--- src/rtl/sram_stream_reader_pkg.sv ---
// Shared types and constants for the SRAM burst read streamer.
package sram_stream_reader_pkg;

  typedef enum logic [1:0] {
    ST_IDLE = 2'd0,
    ST_RUN  = 2'd1,
    ST_ZERO = 2'd2
  } state_t;

  localparam int FIFO_DEPTH = 2;
  localparam int OCC_WIDTH  = $clog2(FIFO_DEPTH + 1);

endpackage

--- src/rtl/sram_stream_reader_if.sv ---
// Command, SRAM read port and output stream of the SRAM burst reader.
interface sram_stream_reader_if #(
  parameter int DATA_WIDTH = 8,
  parameter int ADDR_WIDTH = 8,
  parameter int CHANNEL    = 1,
  parameter int LEN_WIDTH  = ADDR_WIDTH + 1
);
  logic                          start;
  logic [ADDR_WIDTH-1:0]         base_addr;
  logic [LEN_WIDTH-1:0]          len;
  logic                          busy;
  logic                          done;
  logic [CHANNEL-1:0]            rd_en;
  logic [ADDR_WIDTH*CHANNEL-1:0] rd_addr;
  logic [DATA_WIDTH*CHANNEL-1:0] rd_data;
  logic                          out_valid;
  logic                          out_ready;
  logic [DATA_WIDTH*CHANNEL-1:0] out_data;
  logic                          out_last;

  modport master (
    input  start, base_addr, len, rd_data, out_ready,
    output busy, done, rd_en, rd_addr, out_valid, out_data, out_last
  );

  modport slave (
    output start, base_addr, len, rd_data, out_ready,
    input  busy, done, rd_en, rd_addr, out_valid, out_data, out_last
  );
endinterface

--- src/rtl/sram_stream_reader_fifo.sv ---
// Two-entry first-word-fall-through FIFO that absorbs the SRAM read latency.
module sram_rd_fifo2
  import sram_stream_reader_pkg::*;
#(
  parameter int WIDTH = 9
) (
  input  logic                 clk,
  input  logic                 rst,
  input  logic                 push,
  input  logic [WIDTH-1:0]     push_data,
  input  logic                 pop,
  output logic [WIDTH-1:0]     head_data,
  output logic [OCC_WIDTH-1:0] occ
);
  logic [WIDTH-1:0]     mem_reg [FIFO_DEPTH];
  logic                 wr_ptr_reg;
  logic                 rd_ptr_reg;
  logic [OCC_WIDTH-1:0] occ_reg;

  always_ff @(posedge clk) begin
    if (rst) begin
      wr_ptr_reg <= 1'b0;
      rd_ptr_reg <= 1'b0;
      occ_reg    <= '0;
      for (int i = 0; i < FIFO_DEPTH; i++) begin
        mem_reg[i] <= '0;
      end
    end else begin
      if (push) begin
        mem_reg[wr_ptr_reg] <= push_data;
        wr_ptr_reg          <= ~wr_ptr_reg;
      end
      if (pop) begin
        rd_ptr_reg <= ~rd_ptr_reg;
      end
      occ_reg <= occ_reg + OCC_WIDTH'(push) - OCC_WIDTH'(pop);
    end
  end

  assign head_data = mem_reg[rd_ptr_reg];
  assign occ       = occ_reg;

  // The issuer's credit rule must keep a push into a full FIFO from ever happening.
  a_no_overflow: assert property (@(posedge clk) disable iff (rst)
    !(push && !pop && occ_reg == OCC_WIDTH'(FIFO_DEPTH)));

endmodule

--- src/rtl/sram_stream_reader.sv ---
// Issues sequential SRAM reads for a burst and returns the words as a valid/ready stream.
module sram_stream_reader
  import sram_stream_reader_pkg::*;
#(
  parameter int DATA_WIDTH = 8,
  parameter int ADDR_WIDTH = 8,
  parameter int CHANNEL    = 1,
  parameter int SIZE       = 256,
  parameter int LEN_WIDTH  = ADDR_WIDTH + 1
) (
  input logic                  clk,
  input logic                  rst,
  sram_stream_reader_if.master bus
);
  localparam int WORD_WIDTH = DATA_WIDTH * CHANNEL;

  state_t                state_reg, state_next;
  logic [ADDR_WIDTH-1:0] base_reg, base_next;
  logic [LEN_WIDTH-1:0]  len_reg, len_next;
  logic [LEN_WIDTH-1:0]  issued_reg, issued_next;
  logic                  done_reg, done_next;
  logic                  inflight_reg;
  logic                  inflight_last_reg;

  logic                  rd_en_w;
  logic [ADDR_WIDTH-1:0] addr_w;
  logic [OCC_WIDTH-1:0]  occ;
  logic [WORD_WIDTH:0]   head_data;
  logic                  out_valid_w;
  logic                  pop;
  logic                  credit_ok;
  logic [OCC_WIDTH:0]    committed;
  logic [CHANNEL-1:0]            rd_en_vec;
  logic [ADDR_WIDTH*CHANNEL-1:0] rd_addr_vec;

  assign out_valid_w = (occ != '0);
  assign pop         = out_valid_w && bus.out_ready;
  // Words already owed to the FIFO, net of the one leaving this cycle, must leave room.
  assign committed   = (OCC_WIDTH+1)'(occ) + (OCC_WIDTH+1)'(inflight_reg);
  assign credit_ok   = committed < ((OCC_WIDTH+1)'(FIFO_DEPTH) + (OCC_WIDTH+1)'(pop));

  if (SIZE == (1 << ADDR_WIDTH)) begin : g_mask
    assign addr_w = base_reg + issued_reg[ADDR_WIDTH-1:0];
  end else begin : g_mod
    logic [LEN_WIDTH:0] wide_sum;
    assign wide_sum = (LEN_WIDTH+1)'(base_reg) + (LEN_WIDTH+1)'(issued_reg);
    assign addr_w   = ADDR_WIDTH'(wide_sum % (LEN_WIDTH+1)'(SIZE));
  end

  always_comb begin
    state_next  = state_reg;
    base_next   = base_reg;
    len_next    = len_reg;
    issued_next = issued_reg;
    done_next   = 1'b0;
    rd_en_w     = 1'b0;
    case (state_reg)
      ST_IDLE: begin
        if (bus.start) begin
          base_next   = bus.base_addr;
          len_next    = bus.len;
          issued_next = '0;
          state_next  = (bus.len == '0) ? ST_ZERO : ST_RUN;
        end
      end
      ST_ZERO: state_next = ST_IDLE;
      ST_RUN: begin
        rd_en_w = (issued_reg < len_reg) && credit_ok;
        if (rd_en_w) begin
          issued_next = issued_reg + LEN_WIDTH'(1);
        end
        if (pop && head_data[WORD_WIDTH]) begin
          state_next = ST_IDLE;
          done_next  = 1'b1;
        end
      end
      default: state_next = ST_IDLE;
    endcase
  end

  always_ff @(posedge clk) begin
    if (rst) begin
      state_reg         <= ST_IDLE;
      base_reg          <= '0;
      len_reg           <= '0;
      issued_reg        <= '0;
      done_reg          <= 1'b0;
      inflight_reg      <= 1'b0;
      inflight_last_reg <= 1'b0;
    end else begin
      state_reg         <= state_next;
      base_reg          <= base_next;
      len_reg           <= len_next;
      issued_reg        <= issued_next;
      done_reg          <= done_next;
      inflight_reg      <= rd_en_w;
      inflight_last_reg <= rd_en_w && (issued_reg == len_reg - LEN_WIDTH'(1));
    end
  end

  sram_rd_fifo2 #(
    .WIDTH(WORD_WIDTH + 1)
  ) u_fifo (
    .clk       (clk),
    .rst       (rst),
    .push      (inflight_reg),
    .push_data ({inflight_last_reg, bus.rd_data}),
    .pop       (pop),
    .head_data (head_data),
    .occ       (occ)
  );

  for (genvar gi = 0; gi < CHANNEL; gi++) begin : g_ch
    assign rd_en_vec[gi] = rd_en_w;
    assign rd_addr_vec[gi*ADDR_WIDTH +: ADDR_WIDTH] = rd_en_w ? addr_w : '0;
  end

  assign bus.rd_en     = rd_en_vec;
  assign bus.rd_addr   = rd_addr_vec;
  assign bus.busy      = (state_reg != ST_IDLE);
  assign bus.done      = done_reg || (state_reg == ST_ZERO);
  assign bus.out_valid = out_valid_w;
  assign bus.out_data  = head_data[WORD_WIDTH-1:0];
  assign bus.out_last  = out_valid_w && head_data[WORD_WIDTH];

endmodule

--- src/flat_wrapper.sv ---
// flat-port wrapper written by rule: the top's interface ports become plain ports
module sram_stream_reader_flat import sram_stream_reader_pkg::*;
#(
  parameter int DATA_WIDTH = 8,
  parameter int ADDR_WIDTH = 8,
  parameter int CHANNEL    = 1,
  parameter int SIZE       = 256,
  parameter int LEN_WIDTH  = ADDR_WIDTH + 1
)
  (clk, rst, bus_start, bus_base_addr, bus_len, bus_rd_data, bus_out_ready, bus_busy, bus_done, bus_rd_en, bus_rd_addr, bus_out_valid, bus_out_data, bus_out_last);
  sram_stream_reader_if #(.DATA_WIDTH(DATA_WIDTH), .ADDR_WIDTH(ADDR_WIDTH), .CHANNEL(CHANNEL), .LEN_WIDTH(LEN_WIDTH)) bus_i ();
  input logic clk;
  input logic rst;
  input wire logic [$bits(bus_i.start)-1:0] bus_start;
  input wire logic [$bits(bus_i.base_addr)-1:0] bus_base_addr;
  input wire logic [$bits(bus_i.len)-1:0] bus_len;
  input wire logic [$bits(bus_i.rd_data)-1:0] bus_rd_data;
  input wire logic [$bits(bus_i.out_ready)-1:0] bus_out_ready;
  output wire logic [$bits(bus_i.busy)-1:0] bus_busy;
  output wire logic [$bits(bus_i.done)-1:0] bus_done;
  output wire logic [$bits(bus_i.rd_en)-1:0] bus_rd_en;
  output wire logic [$bits(bus_i.rd_addr)-1:0] bus_rd_addr;
  output wire logic [$bits(bus_i.out_valid)-1:0] bus_out_valid;
  output wire logic [$bits(bus_i.out_data)-1:0] bus_out_data;
  output wire logic [$bits(bus_i.out_last)-1:0] bus_out_last;
  assign bus_i.start = bus_start;
  assign bus_i.base_addr = bus_base_addr;
  assign bus_i.len = bus_len;
  assign bus_i.rd_data = bus_rd_data;
  assign bus_i.out_ready = bus_out_ready;
  assign bus_busy = bus_i.busy;
  assign bus_done = bus_i.done;
  assign bus_rd_en = bus_i.rd_en;
  assign bus_rd_addr = bus_i.rd_addr;
  assign bus_out_valid = bus_i.out_valid;
  assign bus_out_data = bus_i.out_data;
  assign bus_out_last = bus_i.out_last;
  sram_stream_reader #(.DATA_WIDTH(DATA_WIDTH), .ADDR_WIDTH(ADDR_WIDTH), .CHANNEL(CHANNEL), .SIZE(SIZE), .LEN_WIDTH(LEN_WIDTH)) u_core (.clk(clk), .rst(rst), .bus(bus_i));
endmodule
--- config.mk ---
export PLATFORM = sky130hd
export DESIGN_NAME = sram_stream_reader_flat
export DESIGN_NICKNAME = d
export VERILOG_FILES = /design/src/rtl/sram_stream_reader_pkg.sv /design/src/rtl/sram_stream_reader_if.sv /design/src/rtl/sram_stream_reader_fifo.sv /design/src/rtl/sram_stream_reader.sv /design/src/flat_wrapper.sv
export SDC_FILE = /design/constraint.sdc
export NUM_CORES = 1
export LEC_CHECK = 0
export ABC_CLOCK_PERIOD_IN_PS = 2150
export CAP_MARGIN = 15
export CORE_MARGIN = 5
export CORE_UTILIZATION = 48
export DETAILED_ROUTE_END_ITERATION = 6
export GPL_TIMING_DRIVEN = 0
export PLACE_DENSITY = 0.76
export SLEW_MARGIN = 20
export SYNTH_ARGS = -nofsm -noshare
export SYNTH_HDL_FRONTEND = slang
export SYNTH_SLANG_ARGS = --single-unit
--- constraint.sdc ---
create_clock -name clk -period 2.15 [get_ports clk]
set_input_delay 0.43 -clock clk [delete_from_list [all_inputs] [get_ports clk]]
set_output_delay 0.43 -clock clk [all_outputs]
set_load 0.02 [all_outputs]
==> qor.yml <==
combinationalPowerShare_pct: 36.1
worst_slack_ns: -0.597
final_max_slew_viol_count: 0
layout.nets: 485
synthCells: 345
r2r-end: "u_core.issued_reg[2]"
gp_congestion: 0.845
cts_buffer_depth: 2
routed_wl_um: 8700
cp.arrival_ns: 2.32
antenna_found_initial: 0
start_util_pct: 48.9
postRouteAntennaNets: 0
leakagePower_nw: 1.73
reg2reg_from: "u_core.issued_reg[2]"
p_clk_share_pct: 22.0
async_reset_ff_share_pct: 0
core-area_um2: 6310
die_width_um: 90.2
fill_cells: 457
synth_top_area_cell: "dfxtp_1"
setup-violations-final: 16
crit_path_max_incr_delay_ns: 0.43
min_period_over_period_pct: 128
dpl.hpwl_um: 5550
path_clk_slew_ns: 0.11
placed_area_um2: 3730
seqPwrFrac_pct: 41.9
drive_gt1_share_pct: 32.3
synthFlopType: "dfxtp_1"
timing_worst_slew_pin_value_ns: 0.928
cts_tree: "done"
clock_skew_ns: 0.0155
grt_pass1_vias: 2693
drc_errors: 0
critPathBufInv: 1
drv_cap: 0
power_density_nw_per_um2: 647
multi_input_area_um2: 2020
boundaryPins: 50
drt_pre_antenna_iters: 5
antenna_cells: 0
routed_via_density: 5.74
htreeDepth: 2
holdWs_ns: 0.469
track_usage_pct: 19.2
total_power_mw: 2.90
grt_use_met3_pct: 3.67
drt_first_iter_violations: 219
sw_frac_of_total_pct: 34.1
critical-path-top-delay-family: "adder cells"
ff2ff_path_depth: 11
vias: 2933
intPower_mw: 1.91
synth_cell_type_count: 47
die_area_um2: 8140
grt_max_degree: 20
clock.fmax_ghz: 0.364
clkSinkCount: 54
fin_crit_ns: 2.75
peakVddDrop_mv: 0.503
min_path_cells: 2
required_ns: 1.72
io_buffers: 49
die_h_um: 90.2
area_delta_synth_final_pct: 44.8
syn-cell-area_um2: 3090
wl_per_cell_um: 17.0
cts_buffers: 5
layout_common_cells: "nand2_1, clkdlybuf4s50_1, a21oi_1, buf_6, buf_4"
largest_reg_flops: 18
final_area_um2: 4470
criticalPathCategory: "flip-flop to primary output"
outcome: "finished, violations left"
synth_area_leaders: "dfxtp_1, edfxtp_1, ha_1"
ys_ff_latch: 54
grt-ovfl-total: 0
grt_pass1_wl_um: 12900
hold_path.class: "flip-flop to flip-flop"
synth_warnings: 0
final_common_cell: "nand2_1"
synth_top_area_share_pct: 23.3
hp-start: "u_core.base_reg[2]"
start_kind: "flip-flop"
rows: 29
syn_area_per_cell_um2: 8.95
rsz0062_at_grt: "true"
place_ws_ns: -0.802
hold_violations: 0
relSlewSlack_pct: 37.7
setup-tns-final_ns: -4.24
grtUsageMet2_pct: 30.5
synth-edff-count: 18
reg2reg_slack_ns: -0.33
min_to: "u_core.base_reg[2]"
clk_latency_ns: 0.33
yosysSeqAreaShare_pct: 40.8
violations: "setup timing"
path_cells: "ha_4 > fa_2 > a21o_1 > a21oi_2 > nor2b_1 > or4_4 > a31oi_4 > buf_6"
syn_nets: 397
cp-end-kind: "primary output"
path_max_fanout: 2
grt_most_used_layer: "met2"
seq_area_um2: 1310
cts_hold_buf: 0
use_met1_pct: 26.3
p_switching_mw: 0.987
slowest_stage: "or4_4"
root_buffer: "clkbuf_8"
per-stage QoR:
stage / utilization [%] / cells
detailed placement: 59.1 / 471
global route: 70.8 / 511
global placement: 59.1 / 471
finish: 70.8 / 511
floorplan: - / 345
CTS: 66.0 / 497
metal layers:
metal	vias up	wire, µm
met2	126	4240
met5	-	0
met4	0	168
met1	1394	3720
met3	25	576
li1	1388	-
worst register-to-register path, cell delays in order (launching register included):
cell      delay [ns]
dfxtp_4         0.39
ha_4            0.23
o211ai_1        0.28
a21oi_4         0.08
buf_6           0.13
buf_6           0.10
buf_6           0.10
buf_6           0.10
o211a_4         0.25
buf_6           0.15
or4_4           0.48
a21oi_2         0.13
power by group through the flow:
stage / Sequential [mW] / Clock, mW / Combinational [mW]
after CTS: 1.21 / 0.634 / 0.900
after global routing: 1.22 / 0.672 / 1.12
final: 1.21 / 0.637 / 1.05
after floorplan: 1.19 / 0 / 0.507
after global placement: 1.21 / 0 / 0.763
after detailed placement: 1.21 / 0 / 0.778
cell usage after synthesis, types with 8 or more instances:
cell type  count
nand2_1       46
dfxtp_1       36
a21oi_1       33
inv_1         23
ha_1          22
nor2_1        22
and2_1        18
edfxtp_1      18
xnor2_1       11
clkbuf_1       9
nor3_1         9
o21ai_0        9
mux2_2         8
final cells by class:
cell class | count | area share (%)
Sequential cell | 54 | 29.2
Tap cell | 77 | 2.15
Buffer | 9 | 1.18
Timing Repair Buffer | 83 | 18.1
Clock buffer | 5 | 1.54
Inverter | 23 | 1.99
Clock inverter | 3 | 0.644
Multi-Input combinational cell | 257 | 45.2
worst max path at each step:
stage                         startpoint        endpoint  slack [ns]  cells past startpoint
floorplan           u_core.issued_reg[0]  bus_rd_addr[6]       -0.16                      7
global placement    u_core.issued_reg[0]  bus_rd_addr[6]       -0.79                      8
detailed placement  u_core.issued_reg[0]  bus_rd_addr[6]       -0.80                      8
CTS                 u_core.issued_reg[0]  bus_rd_addr[6]       -0.62                      8
global route        u_core.issued_reg[0]  bus_rd_addr[6]       -0.67                      8
finish              u_core.issued_reg[0]  bus_rd_addr[6]       -0.60                      8
what timing repair did:
action / in CTS / in global routing
resized for setup: 105 / 55
setup endpoints to repair: 27 / 36
buffers inserted: 19 / 14
cloned: 0 / 1
pin swaps: 16 / 20
logic make-up after synthesis:
logic type / count (synthesis) / synth area share [%]
AND/OR/NAND/NOR: 139 / 23.1
multiplexers: 11 / 3.89
adder cells (fa/ha/maj): 23 / 9.56
AO/OA/AOI/OAI: 67 / 13.3
flip-flops: 54 / 40.8
buffers and inverters: 34 / 4.50
XOR/XNOR: 17 / 4.82
Note: power is estimated with default switching activity, not from simulation.
